--- src/rtl/dm_pkg.sv ---
// Shared debug-module types: SBA engine state and the SBA-to-Wishbone bridge state.
package dm_pkg;

  typedef enum logic [2:0] {
    SbaIdle,
    SbaRead,
    SbaWrite,
    SbaWaitRead,
    SbaWaitWrite
  } sba_state_e;

  typedef enum logic [1:0] {
    WbIdle,
    WbBus,
    WbResp
  } sba_wb_state_e;

endpackage

--- src/rtl/dm_sba_wb_bridge.sv ---
// Single-outstanding bridge from the debug module SBA req/gnt/r_valid port to a
// Wishbone classic master, with a bus timeout so a dead slave cannot hang the debugger.
module dm_sba_wb_bridge
  import dm_pkg::*;
#(
  parameter int BusWidth      = 32,
  parameter int TimeoutCycles = 255
) (
  input  logic                  clk_i,
  input  logic                  rst_i,
  input  logic                  dmactive_i,
  input  logic                  sba_req_i,
  input  logic [BusWidth-1:0]   sba_add_i,
  input  logic                  sba_we_i,
  input  logic [BusWidth-1:0]   sba_wdata_i,
  input  logic [BusWidth/8-1:0] sba_be_i,
  output logic                  sba_gnt_o,
  output logic                  sba_r_valid_o,
  output logic [BusWidth-1:0]   sba_r_rdata_o,
  output logic                  sba_err_o,
  output logic [BusWidth-1:0]   wb_adr_o,
  output logic [BusWidth-1:0]   wb_dat_o,
  output logic [BusWidth/8-1:0] wb_sel_o,
  output logic                  wb_we_o,
  output logic                  wb_cyc_o,
  output logic                  wb_stb_o,
  input  logic [BusWidth-1:0]   wb_dat_i,
  input  logic                  wb_ack_i,
  input  logic                  wb_err_i
);

  localparam int CntW = $clog2(TimeoutCycles + 1);
  localparam int BeW  = BusWidth / 8;
  localparam logic [CntW-1:0] CntLast = CntW'(TimeoutCycles - 1);
  localparam logic [CntW-1:0] CntMax  = CntW'(TimeoutCycles);

  sba_wb_state_e     state_q, state_d;
  logic [CntW-1:0]   cnt_q, cnt_d;
  logic [BusWidth-1:0] adr_q, adr_d, dat_q, dat_d, rdata_q, rdata_d;
  logic [BeW-1:0]    sel_q, sel_d;
  logic              we_q, we_d, err_q, err_d;
  logic              gnt;

  always_comb begin
    state_d = state_q;
    cnt_d   = cnt_q;
    adr_d   = adr_q;
    dat_d   = dat_q;
    sel_d   = sel_q;
    we_d    = we_q;
    rdata_d = rdata_q;
    err_d   = err_q;
    gnt     = 1'b0;
    case (state_q)
      WbIdle: begin
        cnt_d = '0;
        if (sba_req_i && dmactive_i && !rst_i) begin
          gnt     = 1'b1;
          adr_d   = sba_add_i;
          dat_d   = sba_wdata_i;
          sel_d   = sba_be_i;
          we_d    = sba_we_i;
          state_d = WbBus;
        end
      end
      WbBus: begin
        cnt_d = (cnt_q == CntMax) ? cnt_q : cnt_q + 1'b1;
        // Error wins over a simultaneous ack; timeout only when the slave is silent.
        if (wb_err_i) begin
          rdata_d = '0;
          err_d   = 1'b1;
          state_d = WbResp;
        end else if (wb_ack_i) begin
          rdata_d = we_q ? '0 : wb_dat_i;
          err_d   = 1'b0;
          state_d = WbResp;
        end else if (cnt_q == CntLast) begin
          rdata_d = '0;
          err_d   = 1'b1;
          state_d = WbResp;
        end
      end
      WbResp:  state_d = WbIdle;
      default: state_d = WbIdle;
    endcase
    if (!dmactive_i) begin
      state_d = WbIdle;
    end
  end

  always_ff @(posedge clk_i) begin
    if (rst_i) begin
      state_q <= WbIdle;
      cnt_q   <= '0;
      adr_q   <= '0;
      dat_q   <= '0;
      sel_q   <= '0;
      we_q    <= 1'b0;
      rdata_q <= '0;
      err_q   <= 1'b0;
    end else begin
      state_q <= state_d;
      cnt_q   <= cnt_d;
      adr_q   <= adr_d;
      dat_q   <= dat_d;
      sel_q   <= sel_d;
      we_q    <= we_d;
      rdata_q <= rdata_d;
      err_q   <= err_d;
    end
  end

  assign sba_gnt_o     = gnt;
  // A completion being cleared by dmactive is treated as aborted and not reported.
  assign sba_r_valid_o = (state_q == WbResp) && dmactive_i;
  assign sba_r_rdata_o = rdata_q;
  assign sba_err_o     = err_q;
  assign wb_adr_o      = adr_q;
  assign wb_dat_o      = dat_q;
  assign wb_sel_o      = sel_q;
  assign wb_we_o       = we_q;
  assign wb_cyc_o      = (state_q == WbBus);
  assign wb_stb_o      = (state_q == WbBus);

endmodule

--- config.mk ---
export PLATFORM = sky130hd
export DESIGN_NAME = dm_sba_wb_bridge
export DESIGN_NICKNAME = d
export VERILOG_FILES = /design/src/rtl/dm_pkg.sv /design/src/rtl/dm_sba_wb_bridge.sv
export SDC_FILE = /design/constraint.sdc
export NUM_CORES = 1
export LEC_CHECK = 0
export BUFFER_PORTS_ARGS = -buffer_cell sky130_fd_sc_hd__buf_4
export CORE_MARGIN = 2
export CORE_UTILIZATION = 35
export DETAILED_ROUTE_END_ITERATION = 16
export GPL_TIMING_DRIVEN = 0
export PLACE_DENSITY = 0.67
export SETUP_SLACK_MARGIN = 0.1
export SYNTH_ARGS = -nofsm -noshare
export SYNTH_HDL_FRONTEND = slang
export SYNTH_SLANG_ARGS = --single-unit
--- constraint.sdc ---
create_clock -name clk_i -period 1.34 [get_ports clk_i]
set_input_delay 0.067 -clock clk_i [delete_from_list [all_inputs] [get_ports clk_i]]
set_output_delay 0.067 -clock clk_i [all_outputs]
set_load 0.1 [all_outputs]
After elaboration in Yosys (flattened, before gate mapping)
Cells that the tools add are included.
W data, S select, Z words.

storage, ports and cells
  output and inout port bits = 106
  input bits = 107
  register bits after elaboration = 112
  word-level logic and storage cells = 45

cells by class
  $add $sub $neg = 1
  reductions and logical operators = 12
  bitwise logic cells = 1
  eq/ne operators = 7
  multiplexer cells = 16

operators with widths
  kind                   number
  $mux W32               4
  $eq A8 B8 Y1 const B   2
  $pmux W8 S2            1
  $add A8 B1 Y8 const B  1
  $mux W2                4
  $mux W8                1
  $reduce_and A2 Y1      4
  $mux W1                5
  $ne A2 B2 Y1 const B   2
  $ne A4 B1 Y1 const B   1
  $pmux W2 S2            1
  $logic_and A1 B1 Y1    3
  $reduce_bool A3 Y1     1
  $eq A2 B1 Y1 const B   1
  $eq A2 B2 Y1 const B   1
  $logic_not A2 Y1       1
  $reduce_bool A2 Y1     1
  $reduce_or A2 Y1       1
  $logic_not A1 Y1       1
  $not A1 Y1             1

Longest topological paths before layout
  word-level depth = 5
  depth in mapped cells = 7
  gate-level depth less buffers = 6

Worst setup path after synthesis
Ideal clock, no wire load.

  path type = register -> register
  start point = register state_q[1]
  end point = register rdata_q[10], in the netlist sba_r_rdata_o[10]
  period minus slack after synthesis = 1885 ps
  path slack = -545 ps
  setup time = 119 ps
  required time = 1221 ps
  path buffers = 2
  data arrival time = 1766 ps
  cell stages (with the launch flop) = 7
  path through = dfxtp_1 > buf_6 > nand2b_4 > inv_1 > a21oi_2 > buf_2 > a22o_1

on the way
  cells in the longest elaborated chain, start to end = 2

RTL lines
  item                         RTL line                 RTL
  start: declaration           dm_sba_wb_bridge.sv:37   sba_wb_state_e state_q, state_d;
  start signal: assignment     dm_sba_wb_bridge.sv:93   state_q <= WbIdle;
  start signal: assignment     dm_sba_wb_bridge.sv:102  state_q <= state_d;
  $eq A2 B1 Y1                 -
  net wb_cyc_o                 dm_sba_wb_bridge.sv:25   output logic wb_cyc_o,
  $reduce_and A2 Y1 (no line)  -
  end signal: assignment       dm_sba_wb_bridge.sv:108  rdata_q <= rdata_d;
  end: declaration             dm_sba_wb_bridge.sv:39   logic [BusWidth-1:0] adr_q, adr_d, dat_q, dat_d, rdata_q, rdata_d;

The timed path passes the listed nets, and every way through them passes these cells.
A chain may end at the register's enable or synchronous reset.

Worst setup path after layout
  start point = register state_q[1]
  end point = output sba_gnt_o

on the way
  cells in the longest elaborated chain, start to end = 2

RTL lines
  item              RTL line                RTL
  $logic_not A2 Y1  dm_sba_wb_bridge.sv:54  case (state_q)
  $mux W1           dm_sba_wb_bridge.sv:54
  end: declaration  dm_sba_wb_bridge.sv:17  output logic sba_gnt_o,

Every way passes these cells.

==> results.md <==
* Max-cap violations at 0
* Class of the most critical hold timing path: input pin to flip-flop
* WP data required at 1.27 ns
* Post-Synth Adder-Cell Area at 0.625%
* Iteration count of the initial detailed-routing pass at 4
* Internal power of the cells at 5740 uW
* Clock period minus final worst setup slack at 1.50 ns
* Number of max-slew violations in the final report at 0
* Die Y-Extent at 111 um
* Part of the total power dissipated in sequential elements at 42.7%
* DRT antenna net count at 0
* RSZ-0062 raised after global routing: true
* Clock Path Buffers at 2
* Clock input transition at the sequential cells of the worst setup and hold paths at 0.07 ns
* Share of the yosys chip area belonging to registers at 56.0%
* Register bit count reported by yosys at 112
* Yosys warnings at 0
* Antenna diode instance count at 0
* Switching portion of total power at 30.0%
* Net count of the mapped netlist at 554
* Final hold viol count at 0
* Areal power density over the cells at 917 mW/mm2
* Clk root buf: clkbuf_16
* Final period util at 112%
* Top Layer Used: met4
* Area inside the core boundary at 0.0113 mm2
* Post-route setup slack at -0.158 ns
* IO Port Bufs at 211
* Failing checks: setup timing
* Master of the slowest instance on the critical path: dfxtp_2
* Clk network pwr share at 33.7%
* Footprint of the multi-input gates at 0.00245 mm2
* Remaining max-slew budget at the tightest pin at 46.7%
* Simple-gate share of the synthesized area at 19.3%
* Netlist area before placement at 0.00401 mm2
* Layout cell share with drive strength beyond 1 at 64.7%
* Kind of cell adding the most delay to the critical path: buffers and inverters
* Share of the synthesized area in the top cell type at 56.0%
* Met3 Wirelength at 1100 um
* Synthesized area per cell at 9.00 um2
* H-Tree Depth at 3
* Maximum VDD drop at 0.882 mV
* Combined flip-flop and latch cell area at 0.00234 mm2
* Part of the power in combinational logic at 23.7%
* Max frequency at 668 MHz
* Cell breakdown of the critical path: buf_6 -> nor2_4 -> nand3_4 -> inv_8 -> buf_12 -> buf_16
* Detailed Route Iter0 Violations at 217
* Clock tree from TritonCTS: built
* Slew at the pin with the worst max-slew slack at 0.799 ns
* Layout area overhead at 123%
* Weighted congestion reported at the end of routability-driven placement at 0.803
* Main combinational cell family by area after synthesis: simple AND/OR/NAND/NOR gates
* Top cell type by total area after synthesis: dfxtp_1
* Via count of the first global-routing pass at 4860
* Fillers at 624
* Die Footprint at 0.0123 mm2
* Final non-filler cell area at 0.00895 mm2
* Post-Synth XOR/XNOR Area at 0%
* Commonest non-fill, non-tap cell in the layout: buf_4
* Initial antenna violation count at 0
* Clock insertion delay at the later pin of the skew report at 0.35 ns
* Setup violations, final at 107
* Met1 wire length at 6710 um
* Horizontal die dimension at 111 um
* Average detailed-routed wire length per instance at 18.2 um
* Inserted Clock Buffers at 9
* DR vias at 4808
* Final layout net count at 923
* Multiplexer area fraction after synthesis at 0%
* Starting Density at 35.5%
* Count of buffering cells on the critical path with inverters included at 4
* Leading cell types by total area after synthesis: dfxtp_1 56%, nand2_1 13%, a21oi_1 9.0%, a22o_1 7.0%, buf_6 3.1%
* Wire length of the first global-routing pass at 24300 um
* Final worst clock skew at 0.00888 ns
* Worst setup slack after placement at -0.223 ns
* Boundary pin count at 213
* Maximum fanout along the worst path at 4
* CTS Sinks at 112
* Post-DP Area at 0.00589 mm2
* Total congestion overflow at 0
* Setup crit start kind: flip-flop
* DRC violations left at 0
* Compound-Gate Fraction of Synth Area at 18.4%
* CP Capture Type: output pin
* Post-Synthesis Cells at 445
* Aggregate routed wire length at 17500 um
* Via density at 5.00
* Final Core Density at 79.4%
* Run status: complete, but fails checks
* Net switching power at 2460 uW
* Kind of critical path: flip-flop to output pin
* All-Layer GR Usage at 24.6%
* Number of core rows at 39
* Synth cell types at 34
* Static Leak at 0.00374 uW
* Most used cells in the layout excluding fill and tap cells: 220 x buf_4, 102 x dlygate4sd3_1, 72 x nand2_1, 66 x a21oi_2, 66 x dfxtp_2
* Total length of routed met2 wires at 9060 um
* Pin count of the biggest net entering global routing at 18
* Final HPWL DP at 8470 um
* Arrival time of the worst setup path at 1.43 ns
* Longest individual stage delay on the worst path at 0.33 ns
-- area by class of cell --
class,instances,share of cell area [%]
tap,143,2.00
buffer,31,4.03
sequential,112,26.1
clock buffer,11,2.71
inverter,3,0.280
timing repair buffer,358,36.9
multi-input combinational,299,27.3
clock inverter,5,0.629
-- kinds of logic after synthesis --
| group | Yosys count |
|---|---|
| compound gates | 119 |
| simple gates | 178 |
| flops | 112 |
| buf+inv | 34 |
| fa+ha+maj | 2 |
-- sequential cells by signal, summed over array words and instances, names as in the netlist --
register,count
sba_r_rdata_o,32
wb_adr_o,32
wb_dat_o,32
cnt_q,8
wb_sel_o,4
state_q,2
sba_err_o,1
wb_we_o,1
-- cell usage after synthesis, drive strengths merged --
cell    instances
nand2b          2
nand3           9
and3            2
nand4b          1
clkbuf          8
nand2         141
nor3            3
o21bai          1
and3b           1
nor2            9
a21oi          73
ha              2
and2            1
nor2b           2
buf            23
or2             2
a31oi           7
o21ai           5
a211oi          1
and4            3
nand4           1
a22o           32
dfxtp         112
nor4            1
inv             3
-- metrics by stage --
stage / power (uW) / hold WS [ns] / cells / TNS (ns)
final: 8210 / 0.130 / 962 / -8.72
after global routing: 8450 / 0.134 / 962 / -13.85
after CTS: 7970 / 0.0921 / 952 / -7.17
after detailed placement: 4830 / 0.290 / 799 / -14.82
after global placement: 4810 / 0.284 / 799 / -14.16
after floorplan: 4380 / 0.195 / 445 / -12.49
-- power by group through the flow --
stage / clock network [uW] / logic, uW / registers [uW]
3_5_place_dp: 0 / 1280 / 3540
4_1_cts: 2770 / 1730 / 3470
3_3_place_gp: 0 / 1270 / 3540
6_report: 2760 / 1940 / 3500
5_1_grt: 2930 / 2010 / 3510
2_1_floorplan: 0 / 268 / 4110
-- final timing paths --
check | to | cells past startpoint | from | slack, ns
min | sba_err_o | 4 | wb_err_i | 0.13
max reg2reg | cnt_q[6] | 7 | cnt_q[1] | -0.13
max | sba_gnt_o | 6 | state_q[1] | -0.16
min reg2reg | wb_adr_o[12] | 2 | wb_adr_o[12] | 0.46
-- tightest hold or removal path: cells and delay by family --
family	cells	cell delay [ns]
AOI/OAI and AO/OA	2	0.16
buffers and inverters	1	0.09
and+or+nand+nor	1	0.12
-- per-layer routing --
layer | GRT usage (%) | vias up
met3 | 6.01 | 44
met5 | 0 | -
met2 | 43.6 | 224
met1 | 27.8 | 2285
li1 | - | 2255
met4 | 11.5 | 0
-- timing repair --
item,in CTS,in global routing
hold buffers,102,0
cloned,11,6
buffers inserted,24,5
pin swaps,98,77
resized for setup,162,169
endpoints found under the setup margin,112,116
endpoints found under the hold margin,103,0
Power figures use the tool's default switching activity.
